===== config.mk =====
export PLATFORM = sky130hd
export DESIGN_NAME = approx_feeder
export DESIGN_NICKNAME = d
export VERILOG_FILES = /design/src/rtl/approx_pkg.sv /design/src/rtl/approx_fifo.sv /design/src/rtl/approx_feeder.sv
export SDC_FILE = /design/constraint.sdc
export NUM_CORES = 1
export LEC_CHECK = 0
export CORE_MARGIN = 2
export CORE_UTILIZATION = 40
export CTS_BUF_LIST = sky130_fd_sc_hd__clkbuf_16
export CTS_CLUSTER_DIAMETER = 120
export DETAILED_ROUTE_END_ITERATION = 8
export PLACE_DENSITY = 0.56
export SKIP_CTS_REPAIR_TIMING = 1
export SYNTH_ARGS = -nofsm -noshare
export SYNTH_HDL_FRONTEND = slang
export SYNTH_SLANG_ARGS = --single-unit

===== constraint.sdc =====
create_clock -name clk -period 7.6 [get_ports clk]
set_input_delay 1.52 -clock clk [delete_from_list [all_inputs] [get_ports clk]]
set_output_delay 1.52 -clock clk [all_outputs]
set_load 0.01 [all_outputs]

===== src/rtl/approx_pkg.sv =====
// Shared widths, FSM encoding and default abort budget for the approx core stream front-end.
package approx_pkg;

  localparam int Q_W         = 16;
  localparam int Q_FRAC      = 12;
  localparam int NIT_W       = 3;
  localparam int DEF_TIMEOUT = 255;

  typedef enum logic [1:0] {
    IDLE  = 2'd0,
    ISSUE = 2'd1,
    WAIT  = 2'd2,
    HOLD  = 2'd3
  } state_t;

endpackage


===== src/rtl/approx_fifo.sv =====
// Synchronous FIFO with occupancy output; read data is the combinational head entry.
// Pushes are dropped while full and pops are ignored while empty, so callers may request blindly.
module approx_fifo #(
  parameter int DATA_W = 16,
  parameter int DEPTH  = 8
) (
  input  logic                     clk,
  input  logic                     rst_n,
  input  logic                     push,
  input  logic                     pop,
  input  logic [DATA_W-1:0]        wr_data,
  output logic [DATA_W-1:0]        rd_data,
  output logic                     full,
  output logic                     empty,
  output logic [$clog2(DEPTH):0]   level
);

  localparam int AW = $clog2(DEPTH);

  logic [DATA_W-1:0] mem [DEPTH];
  logic [AW-1:0]     wr_ptr;
  logic [AW-1:0]     rd_ptr;
  logic [AW:0]       cnt;
  logic              do_push;
  logic              do_pop;

  assign full    = (cnt == (AW+1)'(DEPTH));
  assign empty   = (cnt == '0);
  assign do_push = push && !full;
  assign do_pop  = pop && !empty;
  assign rd_data = mem[rd_ptr];
  assign level   = cnt;

  always_ff @(posedge clk) begin
    if (do_push) mem[wr_ptr] <= wr_data;
  end

  // DEPTH is a power of two, so pointer overflow is the wrap.
  always_ff @(posedge clk or negedge rst_n) begin
    if (!rst_n) begin
      wr_ptr <= '0;
      rd_ptr <= '0;
      cnt    <= '0;
    end else begin
      if (do_push) wr_ptr <= wr_ptr + 1'b1;
      if (do_pop)  rd_ptr <= rd_ptr + 1'b1;
      case ({do_push, do_pop})
        2'b10:   cnt <= cnt + 1'b1;
        2'b01:   cnt <= cnt - 1'b1;
        default: cnt <= cnt;
      endcase
    end
  end

endmodule


===== src/rtl/approx_feeder.sv =====
// Feeds buffered Q4.12 samples to the approx core one at a time and returns results in order.
// Start follows a push by two cycles at best; input stalls when the FIFO is full, results hold until m_ready_i.
module approx_feeder #(
  parameter int DATA_W     = approx_pkg::Q_W,
  parameter int NIT_W      = approx_pkg::NIT_W,
  parameter int FIFO_DEPTH = 8,
  parameter int TIMEOUT    = approx_pkg::DEF_TIMEOUT
) (
  input  logic                          clk,
  input  logic                          rst_n,
  input  logic [DATA_W-1:0]             s_data_i,
  input  logic                          s_valid_i,
  output logic                          s_ready_o,
  input  logic [NIT_W-1:0]              cfg_nit_i,
  output logic [DATA_W-1:0]             core_x_o,
  output logic [NIT_W-1:0]              core_nit_o,
  output logic                          core_start_o,
  input  logic                          core_busy_i,
  input  logic [DATA_W-1:0]             core_y_i,
  input  logic                          core_valid_i,
  output logic [DATA_W-1:0]             m_data_o,
  output logic                          m_valid_o,
  input  logic                          m_ready_i,
  output logic [$clog2(FIFO_DEPTH):0]   fifo_level_o,
  output logic                          err_timeout_o
);

  import approx_pkg::*;

  localparam int TW = $clog2(TIMEOUT + 1);

  state_t            state;
  state_t            state_nxt;
  logic [TW-1:0]     timer;
  logic              timer_done;
  logic [DATA_W-1:0] fifo_head;
  logic              fifo_full;
  logic              fifo_empty;
  logic              pop;

  assign s_ready_o  = !fifo_full;
  assign timer_done = (timer == TW'(TIMEOUT));

  approx_fifo #(
    .DATA_W (DATA_W),
    .DEPTH  (FIFO_DEPTH)
  ) u_fifo (
    .clk     (clk),
    .rst_n   (rst_n),
    .push    (s_valid_i),
    .pop     (pop),
    .wr_data (s_data_i),
    .rd_data (fifo_head),
    .full    (fifo_full),
    .empty   (fifo_empty),
    .level   (fifo_level_o)
  );

  always_ff @(posedge clk or negedge rst_n) begin
    if (!rst_n) state <= IDLE;
    else        state <= state_nxt;
  end

  always_comb begin
    state_nxt    = state;
    pop          = 1'b0;
    core_start_o = 1'b0;
    unique case (state)
      IDLE: begin
        if (!fifo_empty && !core_busy_i) begin
          pop       = 1'b1;
          state_nxt = ISSUE;
        end
      end
      ISSUE: begin
        core_start_o = 1'b1;
        state_nxt    = WAIT;
      end
      WAIT: begin
        // A result arriving on the timeout cycle is still delivered.
        if (core_valid_i)    state_nxt = HOLD;
        else if (timer_done) state_nxt = IDLE;
      end
      HOLD: begin
        if (m_ready_i) state_nxt = IDLE;
      end
      default: state_nxt = IDLE;
    endcase
  end

  always_ff @(posedge clk or negedge rst_n) begin
    if (!rst_n) begin
      core_x_o      <= '0;
      core_nit_o    <= '0;
      m_data_o      <= '0;
      m_valid_o     <= 1'b0;
      err_timeout_o <= 1'b0;
      timer         <= '0;
    end else begin
      // Operands stay put until the next issue so the core sees them for the whole job.
      if (pop) begin
        core_x_o   <= fifo_head;
        core_nit_o <= cfg_nit_i;
      end
      case (state)
        ISSUE: timer <= '0;
        WAIT: begin
          timer <= timer + 1'b1;
          if (core_valid_i) begin
            m_data_o  <= core_y_i;
            m_valid_o <= 1'b1;
          end else if (timer_done) begin
            err_timeout_o <= 1'b1;
          end
        end
        HOLD: begin
          if (m_ready_i) m_valid_o <= 1'b0;
        end
        default: ;
      endcase
    end
  end

endmodule


==> results.tsv <==
stage	metric	value	unit
sta	Worst Skew	11.5	ps
clock_network	clk slew on worst S/H paths	70	ps
power	Cell Pwr Density	386	nW/um^2
power	Peak VDD IR	0.000235	V
synth	Yosys top cell area share	52.2	%
power	leakage power	0.00327	uW
route	drt first pass iters	5	
route	met1 wire length	6550	microns
cells_and_area	ANT cells	0	
setup_path	crit path max fanout	8	
floorplanning	CORE AREA	18000	sq um
synth	Synth cell types	38	
synth	Syn Area/Cell	18.1	sq um
sta	Max Fclk	283	MHz
power	Pint	2440	uW
global_routing	GRT Overall Usage	15.4	%
route	Vias per Instance	5.10	
floorplanning	Starting Density	40.9	%
placement	IO Port Bufs	83	
power	sw frac	30.0	%
route	final wirelength	14300	microns
route	Top Layer Used	met4	
clock_network	maximum clock path buffer count	2	
sta	Tightest Pin Transition	1180	ps
global_routing	largest net degree at the start of global routing	58	
power	sequential fraction of design power	43.2	%
route	Routed wire per std cell	19.3	microns
job	total of max-cap violations	0	
power	Psw	1050	uW
setup_path	critical path type	register to primary output	
setup_path	R2R Path Start	state[1]	
clock_network	clock sink count	185	
synth	top cells by area, synth	edfxtp_1 (52%), dfrtp_1 (19%), mux4_2 (9.8%)	
cells_and_area	Nets	553	
synth	asr flop ratio synth	30.8	%
setup_path	Crit path arrival time	2020	ps
synth	top-count cell post-synth	edfxtp_1	
route	met3 routed WL	548	microns
synth	register area share after synthesis	71.5	%
setup_path	CP startpoint kind	register	
route	DR vias	3793	
global_routing	vias in the first global route	4014	
floorplanning	row count	49	
floorplanning	Vert. Die Dim	140	microns
sta	setup TNS	0	ps
synth	area leader, netlist	edfxtp_1	
power	Clock Power Share	25.7	%
sta	max-slew violation count	0	
setup_path	Crit. End Element	primary output	
placement	placed cells	711	
synth	number of synthesis warnings	0	
route	number of remaining DRC errors	0	
floorplanning	I/O pins	84	
floorplanning	full die area	19500	sq um
cells_and_area	layout cell share with drive strength beyond 1	19.8	%
cells_and_area	Area Growth Syn to Fin	22.9	%
synth	Post-synth top cells	edfxtp_1 (128), dfrtp_1 (57), mux4_2 (32)	
clock_network	H-tree Lvls	4	
sta	final setup vio count	0	
synth	#FFs+latches synth	185	
cells_and_area	Non-Filler Instances	743	
synth	top_reg_cell synth	edfxtp_1	
synth	Gate Count Post-Synth	407	
power	Power, Total	3490	uW
sta	Rel. slew slack	21.5	%
placement	post-DP HPWL	8260	microns
synth	number of flops mapped to enable cells by yosys	128	
global_routing	initial antenna violation count	0	
clock_network	TritonCTS clock tree	yes	
sta	final worst-path cycle share	46.5	%
route	metal2 WL	7060	microns
setup_path	Critical Path RT	6080	ps
clock_network	CTS buffer count	17	
route	initial drt markers	280	
sta	final worst path period need	3540	ps
clock_network	clk root buf	clkbuf_16	
sta	RSZ-0062 raised after global routing	no	
min_path	Hold Path Class	register to register	
outcome	status	complete, no violations	
power	Logic pwr share	31.1	%
placement	GP Congestion	0.722	
route	Routed Antenna Nets	0	
global_routing	first-pass GRT wire length	22500	microns
min_path	min-delay src	err_timeout_o	
floorplanning	Die Wd	140	microns
setup_path	worst setup path startpoint	u_fifo.level[1]	
sta	Final Hold Vio Count	0	
synth	Synth Cell Area	7370	sq um
synth	Synth Net Count	459	
global_routing	gr ovfl total	0	
clock_network	clock latency on the worst-skew pair	420	ps
==> metrics by stage <==
| stage | hold slack [ps] | instance area, sq um | utilization [%] | worst slack [ps] |
|---|---|---|---|---|
| final | 476 | 9050 | 50.2 | 4060 |
| after global routing | 492 | 9050 | 50.2 | 3920 |
| after CTS | 476 | 9050 | 50.2 | 4020 |
| after detailed placement | 457 | 8450 | 46.9 | 3640 |
| after global placement | 459 | 8450 | 46.9 | 3690 |
| after floorplan | 479 | 7370 | - | 4240 |
==> layer usage <==
layer / vias up / track usage, %
met5: - / 0
met4: 0 / 5.00
met3: 13 / 4.27
met2: 98 / 25.0
met1: 1920 / 20.1
li1: 1762 / -
==> layout make-up <==
type | count | area (sq um)
multi-input combinational | 200 | 1980
clock buffer | 17 | 425
timing repair buffer | 92 | 893
fill | 1510 | 8970
sequential | 185 | 5270
clock inverter | 15 | 174
tap | 229 | 287
inverter | 5 | 18.8
==> placed cells by master, fill, tap and decap left out, types with 2 or more instances in the layout <==
| master | n |
|---|---|
| edfxtp_1 | 128 |
| mux2_2 | 17 |
| clkdlybuf4s50_1 | 82 |
| a21o_1 | 5 |
| clkbuf_16 | 17 |
| xnor2_1 | 4 |
| buf_4 | 9 |
| a21oi_1 | 19 |
| clkinvlp_4 | 2 |
| nor4_1 | 3 |
| nand3_1 | 9 |
| nor3_4 | 2 |
| mux2i_1 | 18 |
| mux2_4 | 5 |
| nor2_1 | 24 |
| dfrtp_2 | 2 |
| ha_1 | 11 |
| mux4_2 | 32 |
| nor3_1 | 3 |
| bufinv_16 | 3 |
| clkinv_1 | 2 |
| xor2_1 | 4 |
| inv_6 | 4 |
| inv_1 | 6 |
| dfrtp_1 | 55 |
| o21ai_0 | 8 |
| nand2b_1 | 4 |
| clkinv_4 | 2 |
| nand2_1 | 17 |
==> critical path: stages, from the launching register on <==
cell,delay (ps)
dfrtp_1,470
or4b_4,620
clkdlybuf4s50_1,510
==> path summary, 6_finish.rpt <==
| check | to | slack [ps] | depth (start not counted) |
|---|---|---|---|
| setup / recovery | s_ready_o | 4060 | 2 |
| hold / removal | err_timeout_o | 480 | 1 |
| setup reg to reg | u_fifo.level[2] | 4900 | 11 |
| hold reg to reg | err_timeout_o | 480 | 1 |
| max in group asynchronous | u_fifo.rd_ptr[2] | 5770 | 2 |
| min in group asynchronous | u_fifo.level[2] | 1260 | 2 |
==> logic make-up (layout without fill, tap and decap cells) <==
| group | count (synthesis) | after routing | synth area share [%] |
|---|---|---|---|
| AO/OA/AOI/OAI | 37 | 37 | 2.92 |
| XOR/XNOR | 8 | 8 | 0.951 |
| adder cells (fa/ha/maj) | 11 | 11 | 1.87 |
| buffers and inverters | 22 | 129 | 1.97 |
| flip-flops | 185 | 185 | 71.5 |
| multiplexers | 72 | 72 | 15.8 |
| AND/OR/NAND/NOR | 72 | 72 | 4.91 |
==> flip-flops by register name, indices dropped and copies added, names as in the netlist <==
register and flops:
core_nit_o 3, u_fifo.wr_ptr 3, u_fifo.rd_ptr 3, timer 8, u_fifo.mem 128, err_timeout_o 1, state 2, u_fifo.level 4
m_data_o 16, m_valid_o 1, core_x_o 16
==> power by group through the flow <==
stage | clock network [uW] | registers, uW | logic (uW)
after detailed placement | 0 | 1530 | 1110
after global routing | 957 | 1540 | 1190
after CTS | 920 | 1510 | 1110
final | 897 | 1510 | 1090
after global placement | 0 | 1520 | 1100
after floorplan | 0 | 1480 | 711
No activity file was read; power rests on OpenSTA's default activity.
